`src/rtl/start_fifo_pkg.sv`:
```
// Shared helpers for the start-token FIFO: counter width and
// legality check for the DEPTH / ADDR_WIDTH pairing.
package start_fifo_pkg;

  // The occupancy counter needs one bit more than the address so it can hold DEPTH itself.
  function automatic int cnt_w(input int addr_width);
    return addr_width + 1;
  endfunction

  // DEPTH must be at least 2 and must be addressable by ADDR_WIDTH bits.
  function automatic bit depth_legal(input int depth, input int addr_width);
    return (depth >= 2) && (depth <= (1 << addr_width));
  endfunction

endpackage

```
`src/rtl/start_fifo_srl_shiftreg.sv`:
```
// Addressable shift register used as start-token FIFO storage.
// New data enters entry 0, and older entries move up one slot on every write.
// There is no reset because the contents are only meaningful while the FIFO counts them.
module start_fifo_srl_shiftreg #(
  parameter int DATA_WIDTH = 1,
  parameter int ADDR_WIDTH = 1
) (
  input  logic                  clk,
  input  logic                  we,
  input  logic [ADDR_WIDTH-1:0] addr,
  input  logic [DATA_WIDTH-1:0] din,
  output logic [DATA_WIDTH-1:0] dout
);

  localparam int ENTRIES = 1 << ADDR_WIDTH;

  logic [DATA_WIDTH-1:0] mem [ENTRIES];

  // Shift every entry up by one and load the new token into entry 0.
  always_ff @(posedge clk) begin
    if (we) begin
      mem[0] <= din;
      for (int i = 1; i < ENTRIES; i++) begin
        mem[i] <= mem[i-1];
      end
    end
  end

  assign dout = mem[addr];

endmodule

```
`src/rtl/start_fifo_srl_ctrl.sv`:
```
// Start-token FIFO controller. It keeps the occupancy count, the registered
// read address and the registered full/empty flags around an SRL-style
// shift register. Both the ap_fifo write side and the read side are
// gated by their clock enables.
module start_fifo_srl_ctrl
  import start_fifo_pkg::*;
#(
  parameter int DATA_WIDTH = 1,
  parameter int ADDR_WIDTH = 1,
  parameter int DEPTH      = 2
) (
  input  logic                  clk,
  input  logic                  reset,
  output logic                  if_full_n,
  input  logic                  if_write_ce,
  input  logic                  if_write,
  input  logic [DATA_WIDTH-1:0] if_din,
  output logic                  if_empty_n,
  input  logic                  if_read_ce,
  input  logic                  if_read,
  output logic [DATA_WIDTH-1:0] if_dout
);

  localparam int CNT_W = cnt_w(ADDR_WIDTH);
  localparam logic [CNT_W-1:0] DEPTH_CNT = CNT_W'(DEPTH);

  if (!depth_legal(DEPTH, ADDR_WIDTH)) begin : g_bad_depth
    $error("start_fifo_srl_ctrl: DEPTH must be in 2 .. 2**ADDR_WIDTH");
  end

  logic                  push;
  logic                  pop;
  logic [CNT_W-1:0]      count;
  logic [CNT_W-1:0]      next_count;
  logic [ADDR_WIDTH-1:0] addr;
  logic [ADDR_WIDTH-1:0] next_addr;

  // A push is refused while full and a pop while empty, even if the other side is active.
  assign push = if_write_ce & if_write & if_full_n;
  assign pop  = if_read_ce & if_read & if_empty_n;

  // Next occupancy and the head address that goes with it.
  // A simultaneous push and pop keeps both unchanged, because the shift moves the next entry into the head slot.
  always_comb begin
    next_count = count;
    next_addr  = '0;
    if (push && !pop) begin
      next_count = count + CNT_W'(1);
    end else if (pop && !push) begin
      next_count = count - CNT_W'(1);
    end
    if (next_count != '0) begin
      next_addr = ADDR_WIDTH'(next_count - CNT_W'(1));
    end
  end

  // Register the count, the address and the flags. The flags are derived from the next count, so they line up with the stored state.
  always_ff @(posedge clk or posedge reset) begin
    if (reset) begin
      count      <= '0;
      addr       <= '0;
      if_empty_n <= 1'b0;
      if_full_n  <= 1'b1;
    end else begin
      count      <= next_count;
      addr       <= next_addr;
      if_empty_n <= (next_count != '0);
      if_full_n  <= (next_count != DEPTH_CNT);
    end
  end

  start_fifo_srl_shiftreg #(
    .DATA_WIDTH (DATA_WIDTH),
    .ADDR_WIDTH (ADDR_WIDTH)
  ) u_shiftreg (
    .clk  (clk),
    .we   (push),
    .addr (addr),
    .din  (if_din),
    .dout (if_dout)
  );

endmodule

```
`config.mk`:
```
export PLATFORM = sky130hd
export DESIGN_NAME = start_fifo_srl_ctrl
export DESIGN_NICKNAME = d
export VERILOG_FILES = /design/src/rtl/start_fifo_pkg.sv /design/src/rtl/start_fifo_srl_shiftreg.sv /design/src/rtl/start_fifo_srl_ctrl.sv
export SDC_FILE = /design/constraint.sdc
export NUM_CORES = 1
export LEC_CHECK = 0
export CELL_PAD_IN_SITES_DETAIL_PLACEMENT = 0
export CELL_PAD_IN_SITES_GLOBAL_PLACEMENT = 2
export CORE_AREA = 2 2 39 41
export CTS_CLUSTER_DIAMETER = 100
export DETAILED_ROUTE_END_ITERATION = 6
export DIE_AREA = 0 0 41 43
export GPL_ROUTABILITY_DRIVEN = 0
export MAX_ROUTING_LAYER = met4
export PLACE_DENSITY_LB_ADDON = 0.1
export SLEW_MARGIN = 20
export SYNTH_ARGS = -nofsm -noshare
export SYNTH_HDL_FRONTEND = slang
export SYNTH_SLANG_ARGS = --single-unit
```
`constraint.sdc`:
```
create_clock -name clk -period 1.89 [get_ports clk]
set_input_delay 0.2835 -clock clk [delete_from_list [all_inputs] [get_ports clk]]
set_output_delay 0.2835 -clock clk [all_outputs]
set_load 0.1 [all_outputs]
```
Word level (Yosys, flattened, before mapping)
Memory sizes are Yosys's and may differ from the RTL's.
Index checks and enable logic that the tools add are counted.

operators by class
  add/subtract/negate cells = 3
  multipliers = 0
  div/mod/pow operators = 0
  order comparisons = 0
  equality and inequality tests = 1
  shift-type cells = 0
  mux-type cells = 5
  bitwise operators = 4
  reductions and logical operators = 5

operators with widths
  operator               count
  $and A1 B1 Y1          4
  $mux W2                2
  $mux W1                3
  $add A2 B1 Y2 const B  1
  $logic_and A1 B1 Y1    2
  $logic_not A1 Y1       2
  $ne A2 B2 Y1 const B   1
  $reduce_bool A2 Y1     1
  $sub A2 B1 Y2 const B  1
  $sub A1 B1 Y1 const B  1

word-level totals
  bits in registers = 5
  bits in latches = 0
  bits in writable memories = 2
  bits in read-only memories = 0
  output and inout bits = 3
  word-level logic and storage cells = 23
  memories = 1

memories
  name            words  width  read ports  clocked after Yosys merged registers in  wr ports  line                           RTL
  u_shiftreg.mem  2      1      2           0                                        2         start_fifo_srl_shiftreg.sv:17  logic [DATA_WIDTH-1:0] mem [ENTRIES];

Depth between registers and ports, before layout
Gate-level depths: netlist (run 1).

  depth after elaboration = 8
  depth in mapped cells = 4
  depth with buffers taken out = 4

Hierarchy
Synthesis (run 1) repeated with hierarchy kept, for this count alone.

second synthesis, totals
  cells, all modules = 30
  area, all modules = 357.8 um^2

by module, submodules not included
  module                   instances  cells an instance  area each (um^2)  sequential area each (um^2)
  start_fifo_srl_ctrl      1          27                 282.8             126.4
  start_fifo_srl_shiftreg  1          3                  75.1              60.1

Least setup slack after synthesis (run 1)
Ideal clock, no wire load.

  path kind = register -> register
  start = reg if_empty_n
  end = reg addr
  library setup time = 0.126 ns
  arrival time = 1.716 ns
  data required time = 1.764 ns
  slack = 0.048 ns
  stages on the path, launching flop included = 5
  buffers on the path = 0
  path through = dfrtp_1 -> nand3_2 -> nor2_4 -> nor3_4 -> a221o_1

on the way
  cells in the longest elaborated chain, start to end = 6
  elaborated cells on any way between the ends = 9
  classes of those cells = add/sub: 1; mux: 3; bitwise: 1; reduce/logical: 4

RTL lines
  element                                                  line                                                  RTL
  start: declaration                                       start_fifo_srl_ctrl.sv:18                             output logic if_empty_n,
  start signal: assignment                                 start_fifo_srl_ctrl.sv:67                             if_empty_n <= (next_count != '0);
  $and A1 B1 Y1 (*)                                        start_fifo_srl_ctrl.sv:40                             assign pop = if_read_ce & if_read & if_empty_n;
  $logic_and A1 B1 Y1 or $logic_not A1 Y1 (tied branches)  start_fifo_srl_ctrl.sv:49, start_fifo_srl_ctrl.sv:47
  $mux W2 or $logic_and A1 B1 Y1 (tied branches)           start_fifo_srl_ctrl.sv:49, start_fifo_srl_ctrl.sv:47
  $mux W2 (*)                                              start_fifo_srl_ctrl.sv:47                             if (push && !pop) begin
  $sub A1 B1 Y1 or $reduce_bool A2 Y1 (tied branches)      start_fifo_srl_ctrl.sv:53, start_fifo_srl_ctrl.sv:52
  $mux W1 (*)                                              start_fifo_srl_ctrl.sv:52                             if (next_count != '0) begin
  named net next_addr                                      start_fifo_srl_ctrl.sv:36                             logic [ADDR_WIDTH-1:0] next_addr;
  end signal: assignment                                   start_fifo_srl_ctrl.sv:66                             addr <= next_addr;
  end: declaration                                         start_fifo_srl_ctrl.sv:35                             logic [ADDR_WIDTH-1:0] addr;

Mark *: on every way through the listed nets, which the timed path passes. The rest lies on a longest branch.

Final worst setup path (run 1)
  start = reg if_full_n
  end = reg addr

on the way
  cells in the longest elaborated chain, start to end = 7
  elaborated cells on any way between the ends = 9
  classes of those cells = add/sub: 1; mux: 3; bitwise: 1; reduce/logical: 4

RTL lines
  element                                              line                                                  RTL
  start: declaration                                   start_fifo_srl_ctrl.sv:14                             output logic if_full_n,
  start signal: assignment                             start_fifo_srl_ctrl.sv:68                             if_full_n <= (next_count != DEPTH_CNT);
  $and A1 B1 Y1 (*)                                    start_fifo_srl_ctrl.sv:39                             assign push = if_write_ce & if_write & if_full_n;
  named net push                                       start_fifo_srl_ctrl.sv:31                             logic push;
  $logic_not A1 Y1                                     start_fifo_srl_ctrl.sv:49                             end else if (pop && !push) begin
  $logic_and A1 B1 Y1                                  start_fifo_srl_ctrl.sv:49
  $mux W2                                              start_fifo_srl_ctrl.sv:49
  $mux W2 (*)                                          start_fifo_srl_ctrl.sv:47
  $sub A1 B1 Y1 or $reduce_bool A2 Y1 (tied branches)  start_fifo_srl_ctrl.sv:53, start_fifo_srl_ctrl.sv:52
  $mux W1 (*)                                          start_fifo_srl_ctrl.sv:52
  named net next_addr                                  start_fifo_srl_ctrl.sv:36

Marked as above.

==> results of run 1 <==
-- metal layers --
layer	vias to the layer above	wire [um]	global-route usage
li1	118	-	-
met1	115	280	0.0960
met2	10	272	0.119
met3	2	50	0.0785
met4	0	8	0.0800
met5	-	0	-
-- layout make-up --
cell class              instances  area (um^2)  area share
clock buffers                   4         26.3      0.0522
multi-input cells              16          155       0.308
inverters                       2         7.51      0.0149
well taps                      16         20.0      0.0398
flip-flops and latches          7          186       0.371
repair buffers                  9          108       0.214
-- critical path, cell delays in order (launching register included) --
cell     delay (ps)
dfstp_2         550
and3_4          230
and2_4          190
nor3_4           50
a221o_1         360
-- cell families after synthesis --
| group | synth area share |
|---|---|
| buffers and inverters | 0.0215 |
| xor gates and xnor gates | 0.0251 |
| muxes | 0.0609 |
| and+or+nand+nor | 0.240 |
| DFF | 0.534 |
| AOI/OAI and AO/OA | 0.118 |
-- stage by stage --
step | hold WS [ps] | total power [uW] | cell area, um^2 | setup WS (ps) | util
CTS | 235 | 816 | 503 | 383 | 0.363
global placement | 435 | 675 | 477 | 194 | 0.344
detailed placement | 445 | 679 | 477 | 196 | 0.344
global route | 253 | 860 | 503 | 332 | 0.363
finish | 235 | 809 | 503 | 385 | 0.363
floorplan | 61.3 | 564 | 349 | 48.1 | -
-- flip-flops by register name (all words and copies together) (netlist names) --
| name | count |
|---|---|
| if_full_n | 1 |
| count | 2 |
| if_empty_n | 1 |
| addr | 1 |
| u_shiftreg.mem | 2 |
-- power breakdown --
part | total [uW] | leakage, uW | switching (uW) | internal, uW
combinational | 402 | 0.000116 | 238 | 164
clock | 133 | 0.0000150 | 52.8 | 80.4
sequential | 273 | 0.0000753 | 60.0 | 213
-- path summary, 6_finish.rpt --
kind | end | slack [ps] | cells past startpoint
worst max-delay path | addr$_DFF_PP0_ | 390 | 4
min in group clk | u_shiftreg.mem[1]$_DFFE_PP_ | 450 | 0
worst max register to register | addr$_DFF_PP0_ | 390 | 4
worst min-delay path | addr$_DFF_PP0_ | 240 | 2
worst min register to register | u_shiftreg.mem[1]$_DFFE_PP_ | 450 | 0
max in group asynchronous | if_full_n$_DFF_PP1_ | 1410 | 2
-- cells in the final DEF, fill, tap and decap left out, types with 2 or more instances in the layout --
master           synthesis  routed
clkdlybuf4s50_1          0       6
dfrtp_1                  4       4
clkbuf_4                 0       3
inv_1                    2       2
and3_2                   2       2
buf_12                   0       2
edfxtp_1                 2       2
==> impl_metrics.json, run 1 <==
{
  "skew_ps": 4.31,
  "vias": 245,
  "final.min_clock_period_ps": 1500,
  "outcome": "completed",
  "ctsResizeCount": 0,
  "remaining_drc_errors": 0,
  "post-synth-top-count-cell": "dfrtp_1",
  "synthArstFlopShare": 0.714,
  "hold_buffers": 0,
  "syn_inst": 25,
  "fp.dieW_um": 41,
  "setup_violations": 0,
  "yosys.area.top_type": "dfrtp_1",
  "antenna_found_initial": 0,
  "fin_cells": 54,
  "setup_tns_ps": 0,
  "crit_start": "if_full_n$_DFF_PP1_",
  "worst_setup_path_end_kind": "register",
  "synth.distinct_cells": 19,
  "ios": 10,
  "ant_nets": 0,
  "wire_per_inst_um": 11.3,
  "dpl.hpwl_um": 465,
  "wirelength_um": 612,
  "cts_root_buffer": "clkbuf_4",
  "synth_area_leaders": "dfrtp_1 (29%), edfxtp_1 (17%), dfstp_2 (7.5%)",
  "reg2reg_from": "if_full_n$_DFF_PP1_",
  "p_leak_uw": 0.000207,
  "cts.clk_slew.worst_paths_ps": 50,
  "yosys.area.top_type_share": 0.287,
  "first_global_vias": 232,
  "grt_max_degree": 8,
  "fin_crit_sh": 0.796,
  "grt_usage": 0.0976,
  "power.density_nw_per_um2": 1610,
  "finalMaxSlewViolations": 0,
  "rsz0062_at_grt": "no",
  "final_nets": 46,
  "final_layout_size_suffix_gt1_frac": 0.421,
  "worst_pin_slew_ps": 277,
  "crit_path_start_kind": "register",
  "worstPathRequired_ps": 2020,
  "cts_sinks": 7,
  "firstDrtPassIters": 4,
  "grt_pass1_wl_um": 993,
  "syn_avg_cell_area_um2": 14.0,
  "numCtsBuffers": 3,
  "dieArea_um2": 1760,
  "vias_per_cell": 4.54,
  "cts_max_level": 1,
  "synth_edf_count": 2,
  "max-slew-margin-rel": 0.817,
  "area_delta_synth_final_pct": 44.1,
  "die_height_um": 43,
  "start_util": 0.252,
  "hold_class": "input pin to async pin",
  "cts_setup_buffers": 0,
  "vdd_ir_drop_max_uv": 513,
  "cap_viol_max_count": 0,
  "synth-seq-cells": 7,
  "rows": 14,
  "drtIter0Drc": 3,
  "ys.warnings.count": 0,
  "dp_cells": 50,
  "ys_seq_area_frac": 0.534,
  "synthesis.nets": 32,
  "antennaDiodeCount": 0,
  "finalHoldViolations": 0,
  "core_area_um2": 1380,
  "max_freq_ghz": 0.665,
  "syn_area_um2": 349,
  "cts_buffer_depth": 2,
  "overflow": 0,
  "arrival_ps": 1630,
  "path_class": "register to register",
  "critPathMaxFanout": 6,
  "fillers": 135,
  "portBuffers": 9,
  "synth-main-ff-cell": "dfrtp_1",
  "cts_tree": "yes",
  "clkLatencyLatePin_ps": 250,
  "netlist_top_cells_count": "dfrtp_1 (4), and3_2 (2), edfxtp_1 (2), inv_1 (2)"
}
(Power assumes the default switching activity.)
==> run 2, diff against run 1 <==
clock period = 1.5 ns   (was 1.89 ns; I/O delays follow)
==> run 2 against run 1 <==
Net effect:
- clock power is 27% higher
- sequential share of layout area fell by 2.3 points
- count of clock-buffer cells in the layout is the same
- combinational power is 42% higher
- non-clock buffer count grew 4
- flip-flop and latch count unchanged
- global-route usage is 2.5 points higher
- sequential power up 28%
- routed wire length increased by 12%
- setup slack worse by 360 ps
- via count grew 6.5%
- die area is the same
- critical path type unchanged
==> impl_metrics.json, run 2 (same netlist as run 1, synthesis figures left out) <==
{
  "finalMaxSlewViolations": 0,
  "max_stage_delay_ps": 610,
  "fillers": 138,
  "skew_ps": 2.99,
  "critPathSlowestCell": "dfstp_4",
  "setup_violations": 0,
  "cts.clk_slew.worst_paths_ps": 50,
  "vias_per_cell": 4.50,
  "remaining_drc_errors": 0,
  "final_common_cell": "clkdlybuf4s50_1",
  "cts_tree": "yes",
  "drtIter0Drc": 0,
  "finalHoldViolations": 0,
  "first_global_vias": 296,
  "clkLatencyLatePin_ps": 250,
  "vias": 261,
  "final_cell_mix": "clkdlybuf4s50_1 (6), buf_4 (4), dfrtp_1 (3), clkbuf_4 (3), buf_12 (3)",
  "cts_root_buffer": "clkbuf_4",
  "wirelength_um": 686,
  "worst_pin_slew_ps": 252,
  "cts_setup_buffers": 1,
  "final_nets": 50,
  "critPathMaxFanout": 4,
  "wire_per_inst_um": 11.8,
  "start_util": 0.252,
  "portBuffers": 9,
  "hold_buffers": 0,
  "final.min_clock_period_ps": 1470,
  "die_height_um": 43,
  "firstDrtPassIters": 1,
  "core_area_um2": 1380,
  "ios": 10,
  "rows": 14,
  "dieArea_um2": 1760,
  "cts_sinks": 7,
  "setup_ws_ps": 25.8,
  "dpl.hpwl_um": 544,
  "cts_max_level": 1,
  "area_delta_synth_final_pct": 57.7,
  "final_layout_size_suffix_gt1_frac": 0.500,
  "final_util": 0.398,
  "p_leak_uw": 0.000232,
  "hold_class": "input pin to async pin",
  "arrival_ps": 1600,
  "fp.dieW_um": 41,
  "max-slew-margin-rel": 0.832,
  "grt_usage": 0.122,
  "crit_chain": "and3_4 -> and2_4 -> nor3_4 -> a221o_1",
  "placed_area_um2": 517,
  "pre_cts_ws_ps": -89.2,
  "power.density_nw_per_um2": 1980,
  "design_area_um2": 551,
  "path_class": "register to register",
  "antennaDiodeCount": 0,
  "worstPathRequired_ps": 1630,
  "largestRegisters": "count x2, u_shiftreg.mem x2",
  "ctsResizeCount": 0,
  "multiInputGateArea_um2": 155,
  "worst_setup_path_end_kind": "register",
  "grt_pass1_wl_um": 1290,
  "cts_buffer_depth": 2,
  "grt_max_degree": 8,
  "vdd_ir_drop_max_uv": 801,
  "rsz0062_at_grt": "yes",
  "fin_crit_sh": 0.983,
  "cap_viol_max_count": 0,
  "ant_nets": 0,
  "antenna_found_initial": 0,
  "numCtsBuffers": 3,
  "outcome": "completed",
  "seqCellArea_um2": 191,
  "max_freq_ghz": 0.678,
  "crit_path_start_kind": "register",
  "overflow": 0
}
run 2: worst paths after layout:
| path | start | end | slack (ps) | cells after the start |
|---|---|---|---|---|
| max reg2reg | if_full_n$_DFF_PP1_ | addr$_DFF_PP0_ | 30 | 4 |
| min in group clk | u_shiftreg.mem[0]$_DFFE_PP_ | u_shiftreg.mem[1]$_DFFE_PP_ | 450 | 0 |
| min reg2reg | u_shiftreg.mem[0]$_DFFE_PP_ | u_shiftreg.mem[1]$_DFFE_PP_ | 450 | 0 |
| max | if_full_n$_DFF_PP1_ | addr$_DFF_PP0_ | 30 | 4 |
| min | reset | count[1]$_DFF_PP0_ | 170 | 2 |
| max in group asynchronous | reset | if_full_n$_DFF_PP1_ | 1090 | 2 |
run 2: cell type report:
class | count | area share
clock buffers | 4 | 0.0477
inverters | 2 | 0.0136
multi-input cells | 16 | 0.282
flip-flops and latches | 7 | 0.348
well taps | 16 | 0.0364
repair buffers | 13 | 0.273
run 2: power breakdown:
part | internal (uW) | total (uW) | switching, uW
sequential | 276 | 350 | 73.6
clock | 101 | 169 | 67.8
combinational | 256 | 571 | 315
run 2: layer usage:
layer	global-route usage	vias up	wire, um	part of all wire
met3	0.0628	2	36	0.052
met5	-	-	0	0
li1	-	127	-	-
met4	0.100	0	10	0.015
met2	0.175	5	372	0.54
met1	0.115	127	268	0.39
run 2: critical path: cells and delay by family (launching register included):
kind             cells  cell delay [ps]
flip-flops           1              610
AND/OR/NAND/NOR      3              420
AO/OA/AOI/OAI        1              320
run 2: through the flow:
| step | hold slack [ps] | instances | setup TNS, ps | total power, uW |
|---|---|---|---|---|
| 5_1_grt | 192 | 58 | -99.3 | 1170 |
| 3_5_place_dp | 442 | 53 | -167 | 924 |
| 2_1_floorplan | 2.72 | 25 | -448 | 719 |
| 6_report | 173 | 58 | 0 | 1090 |
| 4_1_cts | 162 | 58 | 0 | 1110 |
| 3_3_place_gp | 440 | 53 | -170 | 918 |
==> run 3, diff against run 2 <==
RECOVER_POWER = 100   (was unset)
==> run 3 against run 2 <==
Net effect:
- setup slack barely moved
- global-route usage unchanged
- largest power group unchanged
- flip-flop and latch count unchanged
- count of clock-buffer cells in the layout stayed put
- clock power is essentially flat
- sequential share of layout area increased by 2.5 points
- non-clock buffer count stayed put
- cell count unchanged
- hold slack improved by 140 ps
- first-iteration DRC count did not move
- critical path type unchanged
- fmax about the same
==> impl_metrics.json, run 3 (same netlist as run 1, synthesis figures left out) <==
{
  "wirelength_um": 697,
  "placed_area_um2": 517,
  "overflow": 0,
  "crit_start": "if_full_n$_DFF_PP1_",
  "cts_root_buffer": "clkbuf_4",
  "fp.dieW_um": 41,
  "ios": 10,
  "grt_pass1_wl_um": 1290,
  "rsz0062_at_grt": "yes",
  "totalPowerFinal_uw": 1010,
  "vias": 261,
  "grt_usage": 0.122,
  "wire_per_inst_um": 12.0,
  "numCtsBuffers": 3,
  "hold_class": "input pin to async pin",
  "dieArea_um2": 1760,
  "remaining_drc_errors": 0,
  "worst_pin_slew_ps": 542,
  "fin_crit_sh": 0.983,
  "largestRegisters": "count x2, u_shiftreg.mem x2",
  "core_area_um2": 1380,
  "max-slew-margin-rel": 0.640,
  "vdd_ir_drop_max_uv": 742,
  "power.density_nw_per_um2": 1960,
  "path_class": "register to register",
  "cap_viol_max_count": 0,
  "cts_max_level": 1,
  "drtIter0Drc": 0,
  "rows": 14,
  "max_freq_ghz": 0.678,
  "antenna_found_initial": 0,
  "cts_buffer_depth": 2,
  "final_cell_mix": "buf_4 (5), clkdlybuf4s50_1 (4), dfrtp_1 (3), clkbuf_4 (3)",
  "first_global_vias": 296,
  "rr_endpoint": "addr$_DFF_PP0_",
  "ant_nets": 0,
  "finalHoldViolations": 0,
  "critPathSlowestCell": "dfstp_4",
  "final.min_clock_period_ps": 1470,
  "holdWs_ps": 311,
  "crit_chain": "and3_4 -> and2_4 -> nor3_4 -> a221o_1",
  "ff2ff_path_depth": 4,
  "outcome": "completed",
  "final_nets": 50,
  "portBuffers": 9,
  "grt_max_degree": 8,
  "vias_per_cell": 4.50,
  "critPathMaxFanout": 4,
  "max_stage_delay_ps": 610,
  "area_delta_synth_final_pct": 47.3,
  "cp-endpoint": "addr$_DFF_PP0_",
  "r2r_setup_slack_ps": 30,
  "reg2reg_from": "if_full_n$_DFF_PP1_",
  "cts_tree": "yes",
  "die_height_um": 43,
  "crit_path_start_kind": "register",
  "setup_tns_ps": 0,
  "p_leak_uw": 0.000218,
  "final_layout_size_suffix_gt1_frac": 0.500,
  "finalMaxSlewViolations": 0,
  "cts.clk_slew.worst_paths_ps": 50,
  "firstDrtPassIters": 1,
  "design_area_um2": 514,
  "clkLatencyLatePin_ps": 250,
  "skew_ps": 3.02,
  "final_common_cell": "buf_4",
  "antennaDiodeCount": 0,
  "final_util": 0.372,
  "worst_setup_path_end_kind": "register",
  "start_util": 0.252,
  "worstPathRequired_ps": 1630,
  "setup_violations": 0,
  "arrival_ps": 1600,
  "dpl.hpwl_um": 544,
  "cts_sinks": 7
}
run 3: changes by cell type in the layout (fill, tap and decap cells not counted), sizes merged:
cell           change
buf                -1
dlygate4sd3        +2
clkdlybuf4s50      -2
clkbuf             +1
run 3: per-stage QoR:
| stage | instances | setup WS [ps] |
|---|---|---|
| final | 58 | 25.6 |
| after global routing | 58 | -41.5 |
| after CTS | 58 | 16.7 |
| after detailed placement | 53 | -89.2 |
| after global placement | 53 | -104 |
| after floorplan | 25 | -190 |
run 3: cell type report:
cell class / instances / area (um^2)
Multi-Input combinational cell: 16 / 155
Tap cell: 16 / 20.0
Timing Repair Buffer: 13 / 114
Sequential cell: 7 / 191
Inverter: 2 / 7.51
Clock buffer: 4 / 26.3
Fill cell: 143 / 870
run 3: worst max-delay path: cells and delay by family (launching register included):
kind	cells	cell delay, ps
and+or+nand+nor	3	420
DFF	1	610
AOI/OAI and AO/OA	1	320
run 3: worst min path at each step:
stage / slack, ps / to / depth (start not counted)
2_1_floorplan: 3 / addr$_DFF_PP0_ / 1
3_3_place_gp: 440 / count[1]$_DFF_PP0_ / 2
3_5_place_dp: 440 / count[1]$_DFF_PP0_ / 2
4_1_cts: 160 / count[1]$_DFF_PP0_ / 2
5_1_grt: 330 / count[1]$_DFF_PP0_ / 2
6_report: 310 / count[1]$_DFF_PP0_ / 2
run 3: routing by layer:
| layer | part of all wire | routed length [um] | global-route usage |
|---|---|---|---|
| met4 | 0.014 | 10 | 0.100 |
| met2 | 0.53 | 371 | 0.175 |
| met3 | 0.065 | 45 | 0.0628 |
| met5 | 0 | 0 | - |
| met1 | 0.39 | 271 | 0.115 |
run 3: power by group:
group	leakage [uW]	internal, uW	switching (uW)
clock network	0.0000150	101	67.8
registers	0.0000747	276	68.0
logic	0.000128	187	309
run 3: timing repair:
| action | CTS | global route |
|---|---|---|
| resized for setup | 0 | 0 |
| endpoints found under the setup margin | 1 | 3 |
| hold buffers | 0 | 0 |
| buffers inserted | 1 | 0 |
